$ cat config.mk
export PLATFORM = sky130hd
export DESIGN_NAME = axi4_stream_mul_engine
export DESIGN_NICKNAME = d
export VERILOG_FILES = /design/src/rtl/axi4_stream_mul_engine.sv
export SDC_FILE = /design/constraint.sdc
export NUM_CORES = 1
export LEC_CHECK = 0
export ABC_AREA = 1
export BUFFER_PORTS_ARGS = -buffer_cell sky130_fd_sc_hd__buf_4
export CORE_ASPECT_RATIO = 0.75
export CORE_MARGIN = 5
export CORE_UTILIZATION = 56
export CTS_CLUSTER_DIAMETER = 50
export DETAILED_ROUTE_END_ITERATION = 10
export GPL_ROUTABILITY_DRIVEN = 0
export PLACE_DENSITY = 0.76
export SLEW_MARGIN = 20
export SYNTH_ARGS = -nofsm -noshare
export SYNTH_HDL_FRONTEND = slang
export SYNTH_SLANG_ARGS = --single-unit
$ cat constraint.sdc
create_clock -name clk -period 2.1 [get_ports clk]
set_input_delay 0.21 -clock clk [delete_from_list [all_inputs] [get_ports clk]]
set_output_delay 0.21 -clock clk [all_outputs]
set_load 0.02 [all_outputs]
$ cat src/rtl/axi4_stream_mul_engine.sv
// AXI4-Stream shift-add multiplier: one framed operand packet in (a then b, LSB-first),
// one framed 2*SZ-bit product packet out. Optional stream-ID echo under AXIS_TID_EN.
module axi4_stream_mul_engine #(
  parameter int SZ    = 32,
  parameter int DSZ   = 8,
  parameter int STEP  = 1,
  parameter int TID_W = 4,
  parameter int CNT_W = 16
) (
  input  logic             clk,
  input  logic             rst,
  input  logic [DSZ-1:0]   s_tdata,
  input  logic             s_tvalid,
  output logic             s_tready,
  input  logic             s_tlast,
`ifdef AXIS_TID_EN
  input  logic [TID_W-1:0] s_tid,
`endif
  output logic [DSZ-1:0]   m_tdata,
  output logic             m_tvalid,
  input  logic             m_tready,
  output logic             m_tlast,
`ifdef AXIS_TID_EN
  output logic [TID_W-1:0] m_tid,
`endif
  output logic             busy,
  output logic             err_framing,
  output logic [CNT_W-1:0] done_cnt
);

  localparam int NB    = SZ / DSZ;
  localparam int NBEAT = 2 * NB;
  localparam int NSTEP = SZ / STEP;
  localparam int CW    = $clog2(NSTEP + NBEAT + 1);
  localparam int BW    = (NBEAT > 1) ? $clog2(NBEAT) : 1;

  localparam logic [CW-1:0] LAST_BEAT = CW'(NBEAT - 1);
  localparam logic [CW-1:0] LAST_STEP = CW'(NSTEP);

  generate
    if (SZ % DSZ != 0) begin : g_chk_dsz
      $error("SZ must be a multiple of DSZ");
    end
    if (SZ % STEP != 0) begin : g_chk_step
      $error("SZ must be a multiple of STEP");
    end
    if (TID_W < 1 || CNT_W < 1) begin : g_chk_w
      $error("TID_W and CNT_W must be positive");
    end
  endgenerate

  typedef enum logic [1:0] {
    ST_RX    = 2'd0,
    ST_DRAIN = 2'd1,
    ST_CALC  = 2'd2,
    ST_TX    = 2'd3
  } state_e;

  state_e             state_q, state_d;
  logic [CW-1:0]      cnt_q, cnt_d;
  logic [2*SZ-1:0]    opnd_q, opnd_d;
  logic [2*SZ-1:0]    prod_q, prod_d;
  logic               err_q, err_d;
  logic [CNT_W-1:0]   done_cnt_q, done_cnt_d;
`ifdef AXIS_TID_EN
  logic [TID_W-1:0]   tid_q, tid_d;
`endif

  logic               s_hs, m_hs, tx_act;
  logic [SZ-1:0]      mcand;
  logic [SZ+STEP-1:0] acc;
  logic [2*SZ+STEP-1:0] step_wide;
  logic [2*SZ-1:0]    step_res;
  logic [NBEAT-1:0][DSZ-1:0] prod_beats;
  logic [BW-1:0]      bidx;

  // Outputs are qualified by rst so the reset cycle itself shows idle values.
  assign s_tready    = !rst && (state_q == ST_RX || state_q == ST_DRAIN);
  assign tx_act      = !rst && (state_q == ST_TX);
  assign busy        = !rst && (state_q == ST_CALC || state_q == ST_TX);
  assign m_tvalid    = tx_act;
  assign m_tlast     = tx_act && (cnt_q == LAST_BEAT);
  assign prod_beats  = prod_q;
  assign bidx        = cnt_q[BW-1:0];
  assign m_tdata     = tx_act ? prod_beats[bidx] : '0;
  assign err_framing = err_q && !rst;
  assign done_cnt    = done_cnt_q;
`ifdef AXIS_TID_EN
  assign m_tid       = tx_act ? tid_q : '0;
`endif

  assign s_hs  = s_tvalid && s_tready;
  assign m_hs  = m_tvalid && m_tready;
  assign mcand = opnd_q[2*SZ-1:SZ];

  // Low half of prod_q holds the remaining multiplier bits; retire STEP of them per cycle.
  always_comb begin
    acc = {{STEP{1'b0}}, prod_q[2*SZ-1:SZ]};
    for (int j = 0; j < STEP; j++) begin
      if (prod_q[j]) acc = acc + ({{STEP{1'b0}}, mcand} << j);
    end
    step_wide = {acc, prod_q[SZ-1:0]} >> STEP;
    step_res  = step_wide[2*SZ-1:0];
  end

  always_comb begin
    state_d    = state_q;
    cnt_d      = cnt_q;
    opnd_d     = opnd_q;
    prod_d     = prod_q;
    err_d      = 1'b0;
    done_cnt_d = done_cnt_q;
`ifdef AXIS_TID_EN
    tid_d      = tid_q;
`endif
    case (state_q)
      ST_RX: begin
        if (s_hs) begin
          opnd_d = {s_tdata, opnd_q[2*SZ-1:DSZ]};
`ifdef AXIS_TID_EN
          if (cnt_q == '0) tid_d = s_tid;
`endif
          if (cnt_q == LAST_BEAT) begin
            cnt_d = '0;
            if (s_tlast) begin
              state_d = ST_CALC;
            end else begin
              state_d = ST_DRAIN;
              err_d   = 1'b1;
            end
          end else if (s_tlast) begin
            cnt_d = '0;
            err_d = 1'b1;
          end else begin
            cnt_d = cnt_q + CW'(1);
          end
        end
      end
      ST_DRAIN: begin
        if (s_hs && s_tlast) state_d = ST_RX;
      end
      ST_CALC: begin
        // Count 0 loads the multiplier; counts 1..NSTEP each retire STEP bits.
        if (cnt_q == '0) begin
          prod_d = {{SZ{1'b0}}, opnd_q[SZ-1:0]};
          cnt_d  = CW'(1);
        end else begin
          prod_d = step_res;
          if (cnt_q == LAST_STEP) begin
            cnt_d   = '0;
            state_d = ST_TX;
          end else begin
            cnt_d = cnt_q + CW'(1);
          end
        end
      end
      ST_TX: begin
        if (m_hs) begin
          if (cnt_q == LAST_BEAT) begin
            cnt_d      = '0;
            state_d    = ST_RX;
            done_cnt_d = done_cnt_q + CNT_W'(1);
          end else begin
            cnt_d = cnt_q + CW'(1);
          end
        end
      end
      default: state_d = ST_RX;
    endcase
  end

  always_ff @(posedge clk) begin
    if (rst) begin
      state_q    <= ST_RX;
      cnt_q      <= '0;
      opnd_q     <= '0;
      prod_q     <= '0;
      err_q      <= 1'b0;
      done_cnt_q <= '0;
`ifdef AXIS_TID_EN
      tid_q      <= '0;
`endif
    end else begin
      state_q    <= state_d;
      cnt_q      <= cnt_d;
      opnd_q     <= opnd_d;
      prod_q     <= prod_d;
      err_q      <= err_d;
      done_cnt_q <= done_cnt_d;
`ifdef AXIS_TID_EN
      tid_q      <= tid_d;
`endif
    end
  end

endmodule

* After elaboration in Yosys (flattened, before gate mapping)
Index checks and enable logic that the tools add are counted.
** Storage, ports and cells
- Flip-flop bits (word level) :: 153
** Operators by class
- Add/subtract/negate cells :: 3
- $lt $le $gt $ge :: 1
- Eq/ne operators :: 12
- Multiplexer cells :: 25
- Bitwise logic cells :: 2
- Reduce and logical (&&, ||, !) cells :: 19
** Operators with widths (count)
- 64-bit 2-to-1 mux :: 1
- 6-bit 2-to-1 mux :: 7
- 32-bit by 32-bit adder with 33-bit output :: 1
- 33-bit 2-to-1 mux :: 1
- 8-bit binary-select mux with 3-bit select :: 1
- 6-bit one-hot mux with 3 select lines :: 1
- 16-bit by 1-bit adder with 16-bit output (second input constant) :: 1
- 2-bit 2-to-1 mux :: 8
- 8-bit 2-to-1 mux :: 2
- 1-bit logical AND :: 8
- 2-bit by 1-bit != test with 1-bit output (second input constant) :: 4
- 2-bit one-hot mux with 4 select lines :: 1
- 7-bit AND reduction :: 1
- 6-bit by 1-bit adder with 6-bit output (second input constant) :: 1
- 6-bit by 3-bit == test with 1-bit output (second input constant) :: 1
- 6-bit == test (second input constant) :: 1
- 6-bit logical NOT :: 1
- 2-bit != test (second input constant) :: 3
- 3-bit AND reduction :: 2
- 2-bit == test (second input constant) :: 2
- 3-bit by 4-bit less-than comparator with 1-bit output (second input constant) :: 1
- 1-bit 2-to-1 mux :: 3
- 3-bit nonzero test :: 1
- 3-bit OR reduction :: 1
- 6 further kinds :: 8

* Longest topological paths before layout
- Depth after elaboration :: 7
- Gate-level depth with buffers :: 13
- Mapped depth without buffers :: 13

* Worst setup path before layout
No wires, ideal clock.
- Path kind :: flip-flop to flip-flop
- Start :: register cnt_q[0]
- End :: register prod_q[18] (netlist: prod_beats[18])
- Library setup time :: 0.128 ns
- Data arrival time :: 2.013 ns
- Required time :: 1.972 ns
- Setup slack :: -0.041 ns
- Cell stages (with the launch flop) :: 14
- Period minus slack after synthesis :: 2.141 ns
- Cell sequence :: dfxtp_1 -> inv_1 -> clkbuf_1 -> clkbuf_1 -> ha_1 -> nand2_1 -> nor2_1 -> nand2_1 -> nand2_1 -> buf_2 -> buf_2 -> o22ai_1 -> a21oi_1 -> nor2_1
** On the way
- Word-level cells in the longest chain between the ends :: 2
** Ends and longest elaborated chain
- start, declared :: RTL line 60 : logic [CW-1:0] cnt_q, cnt_d;
- start signal, assigned :: RTL line 185 : cnt_q <= cnt_d;
- 6-bit logical NOT :: RTL line 144 : if (cnt_q == '0) begin
- 64-bit 2-to-1 mux :: RTL line 144
- end signal, assigned :: RTL line 187 : prod_q <= prod_d;
- end, declared :: RTL line 62 : logic [2*SZ-1:0] prod_q, prod_d;
No other way between the ends.
A chain may end at the register's enable or synchronous reset.

* Worst setup path in the final report
- Start :: register cnt_q[0]
- End :: output port m_tdata[1]
** On the way
- Word-level cells in the longest chain between the ends :: 3
** Ends and longest elaborated chain
- 8-bit binary-select mux with 3-bit select :: RTL line 85 : assign m_tdata = tx_act ? prod_beats[bidx] : '0;
- 8-bit 2-to-1 mux (not written as such) :: RTL line 85
- 8-bit 2-to-1 mux :: RTL line 85
- end, declared :: RTL line 19 : output logic [DSZ-1:0] m_tdata,
No other way between the ends. The select of a mux whose other input is x is not followed.

==> impl_metrics.toml <==
[pwr]
p_int_mw = 4.74
p_leak_nw = 4.61
switching_share = 0.259
power_density_nw_per_um2 = 584
peakVddDrop_uv = 523
clock_power_share = 0.484
p_comb_frac = 0.056
seq_power_share = 0.461
switchingPower_mw = 1.66

[sta]
fin_skew_ns = 0.0103
setup-violations-final = 5
min_period_ns = 2.19
slew_violations = 0
setup_tns_ns = -0.299
tightest_slew_ns = 0.609
setup_ws_ns = -0.0922
fin_crit_sh = 1.04
max-slew-margin-rel = 0.594
final-hold-violation-count = 0
fmax_mhz = 456
rsz0062_at_grt = "true"

[global_routing]
grt_pass1_wl_mm = 46.6
gr-usage-all-layers = 0.307
grt_max_degree = 116
grt_pass1_vias = 8842
antenna_found_initial = 0
overflow = 0

[floorplan]
ioPinCount = 42
die_w_um = 158
start_util = 0.574
dieArea_um2 = 19200
core_um2 = 16100
die_h_um = 121
rows = 40

[route]
ant_nets = 0
via_per_inst = 5.77
vias = 10100
drtIter0Drc = 1528
totalWireLength_mm = 30.2
route.detailed.drc = 0
drtPass1Iterations = 6
wl_per_cell_um = 17.3

[placement]
dp_hpwl_mm = 20.1
dpl_worst_slack_ns = 0.0512
portBuffers = 41

[worst_setup_path]
cp-start-kind = "flip-flop"
critical_path.cell_chain = "inv_6 -> buf_12 -> buf_12 -> buf_4 -> o21ai_1 -> a311oi_2 -> buf_4"
cp_max_fo = 7
slowest_delay_ns = 0.37
crit_family = "buffers and inverters"
cp.arrival_ns = 1.98
cp-end-kind = "output pin"
cpMaxStageDelayCell = "dfxtp_4"
cp_data_required_time_ns = 1.89
critPathKind = "reg -> out"
crit_buf_inv = 5

[yosys]
synthSimpleGateAreaFrac = 0.316
synth_compound_area_frac = 0.176
synth_seq_area_share = 0.331
synth_fa_ha_area_frac = 0.0495
synth_fp_nets = 1531
synth_top_family_by_area = "simple AND/OR/NAND/NOR gates"
synth_xor_area_frac = 0.0161
syn_area_um2 = 9260
synth.distinct_cells = 42
syn_avg_cell_area_um2 = 6.25
synth_seq_cells = 153
yosysWarnings = 0
synth_mux_area_frac = 0
synth_cells = 1482

[layout]
layout_common_cells = "nand2_1 (430), inv_1 (181), a21oi_1 (169)"
nets = 1577
area_delta_synth_final_pct = 18.4
drive_gt1_frac = 0.141
nFillCells = 1467
final_common_cell = "nand2_1"
n_antenna_cell = 0

[run]
maxCapViolCount = 0

[clock_tree]
cts_hold_buf = 0
clock-sinks = 153
cts_tree = "built"
clk_pin_slew_ns = 0.07
ctsHtreeMaxLevel = 4
cts_buffers = 17
cts_buffer_depth = 2
cts_root_buf = "clkbuf_16"
worstSkewPairLatency_ns = 0.44

[outcome]
status = "finished with violations"
violations = "negative setup slack"

[min_path]
worst_hold_path_type = "in -> reg"
[synth_stat cells (all sizes together)]
master     n  area [um^2]
nor2     127          499
a21oi    180          901
nand2    437         1650
nor3       8         40.0
a31oi     19          119
o21bai     3         22.5
nand3b     1         7.51
clkinv     3         12.5
a311oi     5         43.8
fa         1         20.0
nand3    119          606
o2111ai    1         8.76
a221oi     8         70.1
xnor2      1         8.76
or2        1         6.26
ha        35          438
inv      192          721
and2       2         12.5
nand4     12         87.6
a22oi      1         7.51
o22ai      3         18.8
dfxtp    153         3060
o21ai     71          355
xor2      16          140
clkbuf    47          176
o221ai     6         52.6
a21boi     1         7.51
and3       2         12.5
nor3b      1         7.51
buf       23          118
o211ai     3         22.5
[repair_timing]
action                                 4_1_cts  5_1_grt
buffers inserted                             3        4
gates cloned                                 1        1
pin swaps                                    7        7
setup endpoints to repair                    8       29
gates resized for setup                     34       67
endpoints found under the hold margin        0        0
[worst paths after layout]
path,start,end,slack (ns),cells past startpoint
worst max-delay path,cnt_q[0],m_tdata[1],-0.09,7
worst min-delay path,rst,opnd_q[19],0.03,2
worst max register to register,opnd_q[42],prod_beats[61],0.09,11
worst min register to register,opnd_q[2],opnd_q[2],0.46,2
[sequential cells by signal (all words and copies together), names as in the netlist]
| register | cells |
|---|---|
| cnt_q | 6 |
| done_cnt | 16 |
| err_q | 1 |
| opnd_q | 64 |
| prod_beats | 64 |
| state_q | 2 |
[area by class of cell]
type | instances | area [um^2] | area share
clock inverter | 13 | 135 | 0.0123
sequential | 153 | 3080 | 0.281
multi-input combinational | 1064 | 5420 | 0.495
tap | 210 | 263 | 0.0240
timing repair buffer | 97 | 877 | 0.0800
clock buffer | 19 | 443 | 0.0404
inverter | 195 | 743 | 0.0678
[cell families after synthesis]
family / Yosys count
buf+inv: 265
xor+xnor: 17
compound gates: 301
simple gates: 710
fa+ha+maj: 36
flops: 153
[per-layer routing]
metal | up-vias | track usage | part of all wire
li1 | 4894 | - | -
met1 | 4604 | 0.458 | 0.45
met2 | 563 | 0.428 | 0.41
met3 | 50 | 0.0945 | 0.13
met4 | 0 | 0.0719 | 0.018
met5 | - | 0 | 0
[power by group through the flow]
stage	clock [mW]	sequential, mW	combinational, mW
floorplan	0	3.01	0.193
global placement	0	3.01	0.293
detailed placement	0	3.01	0.297
CTS	3.11	2.95	0.322
global route	3.24	2.95	0.379
finish	3.09	2.95	0.357
[metrics by stage]
step | instances | power [mW] | instance area [um^2] | hold WS [ns] | util
floorplan | 1482 | 3.20 | 9260 | 0.374 | -
global route | 1751 | 6.57 | 11000 | 0.0493 | 0.680
CTS | 1746 | 6.38 | 10700 | 0.0232 | 0.662
global placement | 1710 | 3.31 | 9960 | 0.443 | 0.618
finish | 1751 | 6.40 | 11000 | 0.0341 | 0.680
detailed placement | 1710 | 3.31 | 9960 | 0.448 | 0.618
Note: power is estimated with default switching activity, not from simulation.
